**src/rtl/seq_mag_cmp.sv**
```systemverilog
// seq_mag_cmp: byte-serial unsigned magnitude compare of two NBYTES-wide operands through one cmp8
module seq_mag_cmp #(
  parameter int NBYTES = 4
) (
  input  logic                  clk,
  input  logic                  rst,
  input  logic                  start,
  input  logic [8*NBYTES-1:0]   a,
  input  logic [8*NBYTES-1:0]   b,
  output logic                  busy,
  output logic                  done,
  output logic                  EQ,
  output logic                  GT,
  output logic                  LT
);
  localparam int IW = $clog2(NBYTES) + 1;
  typedef enum logic [1:0] {IDLE, RUN, FIN} state_t;
  state_t state, state_nx;
  logic [8*NBYTES-1:0] a_q, b_q;
  logic [IW-1:0] idx;
  logic [7:0] a_byte, b_byte;
  logic eq_acc, gt_acc, c_eq, c_gt, last, load;
  assign a_byte = a_q[8*idx +: 8];
  assign b_byte = b_q[8*idx +: 8];
  assign last = idx == IW'(NBYTES - 1);
  // a new request may be taken from IDLE or straight out of the result cycle
  assign load = start && state != RUN;
  cmp8 u_cmp (
    .a  (a_byte),
    .b  (b_byte),
    .eq (eq_acc),
    .gt (gt_acc),
    .EQ (c_eq),
    .GT (c_gt)
  );
  always_comb begin
    state_nx = state;
    busy = state == RUN;
    done = state == FIN;
    state_nx = state == RUN ? (last ? FIN : RUN) : (start ? RUN : IDLE);
  end
  always_ff @(posedge clk or posedge rst) begin
    if (rst) begin
      state  <= IDLE;
      a_q    <= '0;
      b_q    <= '0;
      idx    <= '0;
      eq_acc <= 1'b1;
      gt_acc <= 1'b0;
      EQ     <= 1'b0;
      GT     <= 1'b0;
      LT     <= 1'b0;
    end else begin
      state <= state_nx;
      if (load) begin
        a_q    <= a;
        b_q    <= b;
        idx    <= '0;
        eq_acc <= 1'b1;
        gt_acc <= 1'b0;
      end else if (state == RUN) begin
        eq_acc <= c_eq;
        gt_acc <= c_gt;
        idx    <= idx + 1'b1;
        if (last) begin
          EQ <= c_eq;
          GT <= c_gt;
          LT <= !c_eq && !c_gt;
        end
      end
    end
  end
endmodule

// cmp8: combinational 8-bit magnitude compare, index 0 is the byte MSB; eq/gt cascade from the less significant byte
module cmp8 (
  input  logic [0:7] a,
  input  logic [0:7] b,
  input  logic       eq,
  input  logic       gt,
  output logic       EQ,
  output logic       GT
);
  assign EQ = (a == b) && eq;
  assign GT = (a > b) || ((a == b) && gt);
endmodule

```
**config.mk**
```make
export PLATFORM = sky130hd
export DESIGN_NAME = seq_mag_cmp
export DESIGN_NICKNAME = d
export VERILOG_FILES = /design/src/rtl/seq_mag_cmp.sv
export SDC_FILE = /design/constraint.sdc
export NUM_CORES = 1
export LEC_CHECK = 0
export CAP_MARGIN = 10
export CORE_MARGIN = 2
export CORE_UTILIZATION = 54
export CTS_BUF_LIST = sky130_fd_sc_hd__clkbuf_2 sky130_fd_sc_hd__clkbuf_4 sky130_fd_sc_hd__clkbuf_8
export CTS_CLUSTER_DIAMETER = 150
export CTS_CLUSTER_SIZE = 8
export DETAILED_ROUTE_END_ITERATION = 8
export HOLD_SLACK_MARGIN = 0.1
export PLACE_DENSITY_LB_ADDON = 0.12
export SYNTH_ARGS = -nofsm -noshare
export SYNTH_HDL_FRONTEND = slang
export SYNTH_HIERARCHICAL = 1
export SYNTH_SLANG_ARGS = --single-unit
export TNS_END_PERCENT = 10
```
**constraint.sdc**
```tcl
create_clock -name clk -period 2.9 [get_ports clk]
set_clock_uncertainty 0.1 [all_clocks]
set_input_delay 0.58 -clock clk [delete_from_list [all_inputs] [get_ports clk]]
set_output_delay 0.58 -clock clk [all_outputs]
set_load 0.1 [all_outputs]
```
Yosys cells after proc, flatten, opt, wreduce, memory -nomap -nowiden
Index checks and enable logic that the tools add are counted.

operators by class
  add/sub/neg operators = 1
  $lt $le $gt $ge = 1
  equal/unequal tests = 5
  shift operators = 2
  multiplexer cells = 9
  bitwise gates (word level) = 1
  reductions and logical operators = 9

operators by type and width
  operator               number
  $shiftx A32 B7 Y8      2
  $eq A8 B8 Y1           1
  $gt A8 B8 Y1           1
  $mux W3                2
  $mux W1                5
  $logic_and A1 B1 Y1    4
  $mux W2                2
  $add A3 B1 Y3 const B  1
  $eq A3 B2 Y1 const B   1
  $reduce_and A3 Y1      1
  $eq A2 B1 Y1 const B   1
  $eq A2 B2 Y1 const B   1
  $logic_not A1 Y1       2
  $ne A2 B1 Y1 const B   1
  $reduce_bool A2 Y1     1
  $logic_or A1 B1 Y1     1
  $not A1 Y1             1

word-level totals
  register bits after elaboration = 74
  output and inout bits = 5
  logic and storage cells = 37

Depth between registers and ports, before layout
  word-level depth = 6
  gate-level depth with buffers = 12

By module
The synthesis kept the hierarchy.

modules (own cells, without submodules)
  module       instances  cells an instance  area an instance (µm²)
  seq_mag_cmp  1          229                3,519.6
  cmp8         1          30                 226.5

Worst setup path before layout
OpenSTA, ideal clock, no wires.

  path type = reg2reg
  start = reg idx[1]
  end = reg GT
  setup time = 0.126 ns
  arrival = 2.290 ns
  slack = 0.384 ns
  cell stages (with the launch flop) = 12
  path buffers = 2
  path through = dfrtp_1 > or2_1 > clkbuf_1 > buf_2 > o22ai_1 > inv_1 > ha_1 > nor2b_4 > o31ai_2 > a31oi_1 > o31a_1 > mux2_2

between the ends
  cells in the longest elaborated chain, start to end = 4
  elaborated cells on any way between the ends = 8
  classes of those cells = order compare (1); eq/ne (2); shift (2); reduce/logical (3)

RTL lines
  what                                                  line  RTL
  from (decl)                                           20    logic [IW-1:0] idx;
  from (signal assigned)                                64    idx <= idx + 1'b1;
  $shiftx A32 B7 Y8 *                                   24    assign b_byte = b_q[8*idx +: 8];
  via b_byte[1]                                         21    logic [7:0] a_byte, b_byte;
  branches (longest 2 deep; another with $gt A8 B8 Y1)  --
  $logic_or A1 B1 Y1 *                                  85    assign GT = (a > b) || ((a == b) && gt);
  via c_gt                                              22    logic eq_acc, gt_acc, c_eq, c_gt, last, load;
  to (signal assigned)                                  67    GT <= c_gt;
  to (decl)                                             13    output logic GT,

Mark *: on every way through the listed nets, which the timed path passes.
A chain may end at the register's enable or synchronous reset.

Worst setup path in the final report
Ends and elaborated chain as after synthesis.

==> tab_implementation.tex <==
\begin{tabular}{lr}
\hline
Metric & Value \\
\hline
\multicolumn{2}{l}{\textbf{Final layout}} \\
Area used by multi-input combinational logic & roughly 1700 um2 \\
Fill cells & between 500 and 600 \\
Post-route standard cell area excluding fillers & 4741 um2 \\
Diodes inserted & 0 \\
Storage element area & around 1900 um2 \\
Growth of design area from synthesis to finish & 26.55\% \\
Final net count & between 400 and 500 \\
End-of-flow core utilization & 0.7017 \\
Final Non-Filler Cells & between 400 and 500 \\
Fraction of layout cells with a size suffix above 1 & 0.3009 \\
\multicolumn{2}{l}{\textbf{Placed design}} \\
Minimum setup slack after placement & between 300 and 400 ps \\
RePlAce Congestion & 0.8045 \\
DP HPWL & slightly above 5000 um \\
Number of buffer cells added on primary ports & a little over 70 \\
Dpl cell area & 4523 um2 \\
Number of instances in the placed design & $\sim$400 \\
\multicolumn{2}{l}{\textbf{Setup path}} \\
Largest stage delay, worst path & 430 ps \\
Number of cell instances on the worst register-to-register path & 9 \\
Buf+Inv Stages, Crit Path & 1 \\
Reg-to-reg slack, setup & roughly 300 ps \\
Endpoint of the worst register-to-register path & GT \\
Slowest stage cell, crit path & or2\_1 \\
Startpoint of the worst-slack reg-to-reg timing path & idx[1] \\
Kind of start point of the critical path & flip-flop \\
Sort of element at the end of the critical path & flip-flop \\
WP data required & slightly above 3000 ps \\
Arrival time worst endpoint & between 2000 and 3000 ps \\
Cell family contributing the most delay on the critical path & compound AO/OA/AOI/OAI gates \\
List of cells traversed by the critical path & or2\_1 > o22ai\_1 > inv\_1 > ha\_1 > nor2b\_4 > o31ai\_2 > a31oi\_1 > o31a\_1 > mux2\_2 \\
Largest driver fanout on the critical path & 16 \\
Category of the critical setup timing path & flip-flop to flip-flop \\
\multicolumn{2}{l}{\textbf{GRT}} \\
Via count of the first global-routing pass & roughly 2,400 \\
Maximum number of pins on one net before global-route repair & 43 \\
Total Routing Usage GR & 0.2026 \\
Number of antenna violations at the first check in global routing & 0 \\
Wire length of the first global-routing pass & between 10,000 and 15,000 um \\
Remaining global-route overflow & 0 \\
\multicolumn{2}{l}{\textbf{Timing}} \\
Worst slew margin relative to its limit & 0.6515 \\
RSZ-0062 raised after global routing & no \\
Pin slew with the least headroom to its limit & around 520 ps \\
Number of failing hold endpoints at the final stage & 0 \\
TNS Setup & 0 ps \\
Final number of setup-violating endpoints & 0 \\
Final critical-path setup slack & $\sim$300 ps \\
Slew Limit Fails & 0 \\
Minimum clock period after layout & 2599 ps \\
Final worst path period share & 0.8963 \\
F\_max & between 300 and 400 MHz \\
Worst hold margin & about 410 ps \\
\multicolumn{2}{l}{\textbf{Die}} \\
Placeable core region & around 6800 um2 \\
Io pins & 72 \\
Standard-cell row count & 30 \\
Vertical extent of the die & around 87 um \\
Starting utilization of the core area & 0.5544 \\
Area enclosed by the die boundary & approximately 7600 um2 \\
Die width & 87.29 um \\
\multicolumn{2}{l}{\textbf{Job}} \\
Maximum Capacitance Violations & 0 \\
\multicolumn{2}{l}{\textbf{Hold path}} \\
Class of the tightest hold or removal check & flip-flop to flip-flop \\
WHS Path Cells & 1 \\
Worst Min Path Start & b\_q[0] \\
End point of the most critical hold path & b\_q[0] \\
\multicolumn{2}{l}{\textbf{Power}} \\
Total net switching power & 1.982 mW \\
Power, Total & $\sim$5.6 mW \\
P\_leak & 2.295 nW \\
Register share of total power & 0.334 \\
Combinational share of power & 0.513 \\
Part of the power in the clock network & 0.154 \\
Maximum vdd drop & 0.0005303 V \\
Internal power component & between 3 and 4 mW \\
Fraction of power spent switching nets & 0.3531 \\
PwrDens & $\sim$1200 nW/um2 \\
\multicolumn{2}{l}{\textbf{Synthesis}} \\
Main combinational cell family by area after synthesis & multiplexers \\
Top-area cell type share of the netlist area & 0.4876 \\
Number of distinct standard cells referenced by the synthesized netlist & 32 \\
Adder and majority gate portion of the synthesized area & 0.03340 \\
Synthesis warning total & 6 \\
Flops \& latches, synth & 74 \\
Syn\_nets & roughly 340 \\
Cell accounting for the most synthesized area & dfrtp\_1 \\
Sequential-to-total area share from yosys stat & 0.4947 \\
Synth top area cells & dfrtp\_1 (49\%), mux2\_4 (24\%), mux2i\_1 (8.6\%), ha\_1 (3.3\%), o22ai\_1 (2.7\%) \\
Mux share of post-synthesis cell area & 0.3470 \\
Cell area after technology mapping & around 3700 um2 \\
Compound-gate portion of the synthesized area & 0.04676 \\
Per-instance average area after synthesis & roughly 14 um2 \\
Xor/xnor share of the synthesized area & 0 \\
Synthesized instance count & 259 \\
Area share of and/or/nand/nor cells after synthesis & 0.03607 \\
\multicolumn{2}{l}{\textbf{Drt}} \\
Detail Route Antenna Nets & 0 \\
Vias post-DR & around 2,200 \\
Number of optimization iterations in the first detailed-route pass & 4 \\
Number of design rule violations left after detail routing & 0 \\
Total Routed Length & roughly 7000 um \\
Number of DRC markers in iteration 0 & 94 \\
Post-detailed-route via-to-cell ratio & about 5.4 \\
Wire length per cell & roughly 17 um \\
\multicolumn{2}{l}{\textbf{Clock tree}} \\
Library cell used as clock root buffer & clkbuf\_8 \\
Post-cts resize count & 0 \\
Total clock buffers created by CTS & 9 \\
Setup bufs post-CTS & 0 \\
Clock-pin slew on the worst setup and hold paths & about 80 ps \\
Skew-Pair Late Insertion Delay & $\sim$350 ps \\
Longest Clk Path Bufs & 2 \\
Sinks on Clock Net & 74 \\
Number of hold buffers added after CTS & 0 \\
Number of H-tree branching levels & 3 \\
TritonCTS clock tree & yes \\
\multicolumn{2}{l}{\textbf{Status}} \\
Status & complete, no violations \\
\hline
\end{tabular}
[Yosys cell counts]
cell,n
a211oi_1,1
a31oi_1,1
buf_2,3
buf_4,2
buf_6,6
clkbuf_1,2
dfrtp_1,73
dfstp_2,1
ha_1,10
inv_1,13
inv_2,1
mux2_2,7
mux2_4,60
mux2i_1,32
nand2_1,6
nand2_4,1
nand2b_1,2
nand2b_4,1
nand3b_1,1
nand4_1,2
nor2_1,3
nor2b_1,1
nor2b_4,1
nor3_1,1
o21a_1,1
o21ai_0,5
o22ai_1,16
o31a_1,1
o31ai_1,1
o31ai_2,1
or2_1,1
or3_1,2
[logic make-up (layout without fill, tap and decap cells)]
logic type	count (synthesis)	after routing
multiplexers	99	99
flip-flops	74	74
AO/OA/AOI/OAI	27	27
buffers and inverters	27	107
AND/OR/NAND/NOR	22	22
adder cells (fa/ha/maj)	10	10
[power groups by stage]
stage,Combinational [mW],Clock [mW],Sequential (mW)
after global placement,2.83,0,1.87
after detailed placement,2.88,0,1.89
after floorplan,2.29,0,1.89
after CTS,2.90,0.890,1.88
final,2.88,0.863,1.87
after global routing,3.14,0.933,1.94
[registers in the layout, indices dropped and copies added, names as in the netlist]
| signal | flops |
|---|---|
| b_q | 32 |
| eq_acc | 1 |
| gt_acc | 1 |
| LT | 1 |
| GT | 1 |
| a_q | 32 |
| EQ | 1 |
| idx | 3 |
| state | 2 |
[layout by cell type (no fill, tap or decap), types with 3 or more instances in the layout]
master / count
dfrtp_1: 72
clkdlybuf4s50_1: 66
mux2_4: 60
mux2i_1: 32
o22ai_1: 16
inv_1: 12
ha_1: 10
clkbuf_8: 9
buf_4: 8
mux2_2: 7
nand2_1: 6
o21ai_0: 5
nor2_1: 3
buf_12: 3
[metal layers]
metal	GRT usage	up-vias	part of all wire
met5	0	-	0
met4	0.05594	0	0.011
met3	0.07867	8	0.050
met2	0.3189	57	0.49
met1	0.2617	1099	0.45
li1	-	1082	-
[cell type report]
cell class | instances | area share
clock buffer | 9 | 0.02613
clock inverter | 7 | 0.01979
inverter | 14 | 0.01108
multi-input combinational | 158 | 0.3661
sequential | 74 | 0.3911
tap | 80 | 0.02111
timing repair buffer | 77 | 0.1647
[worst max path at each step]
| stage | end | slack [ps] | from | depth (start not counted) |
|---|---|---|---|---|
| after floorplan | EQ | 340 | rst | 1 |
| after global placement | GT | 360 | idx[1] | 9 |
| after detailed placement | GT | 330 | idx[1] | 9 |
| after CTS | GT | 300 | idx[1] | 9 |
| after global routing | GT | 90 | idx[1] | 9 |
| final | GT | 300 | idx[1] | 9 |
Power figures use the tool's default switching activity.
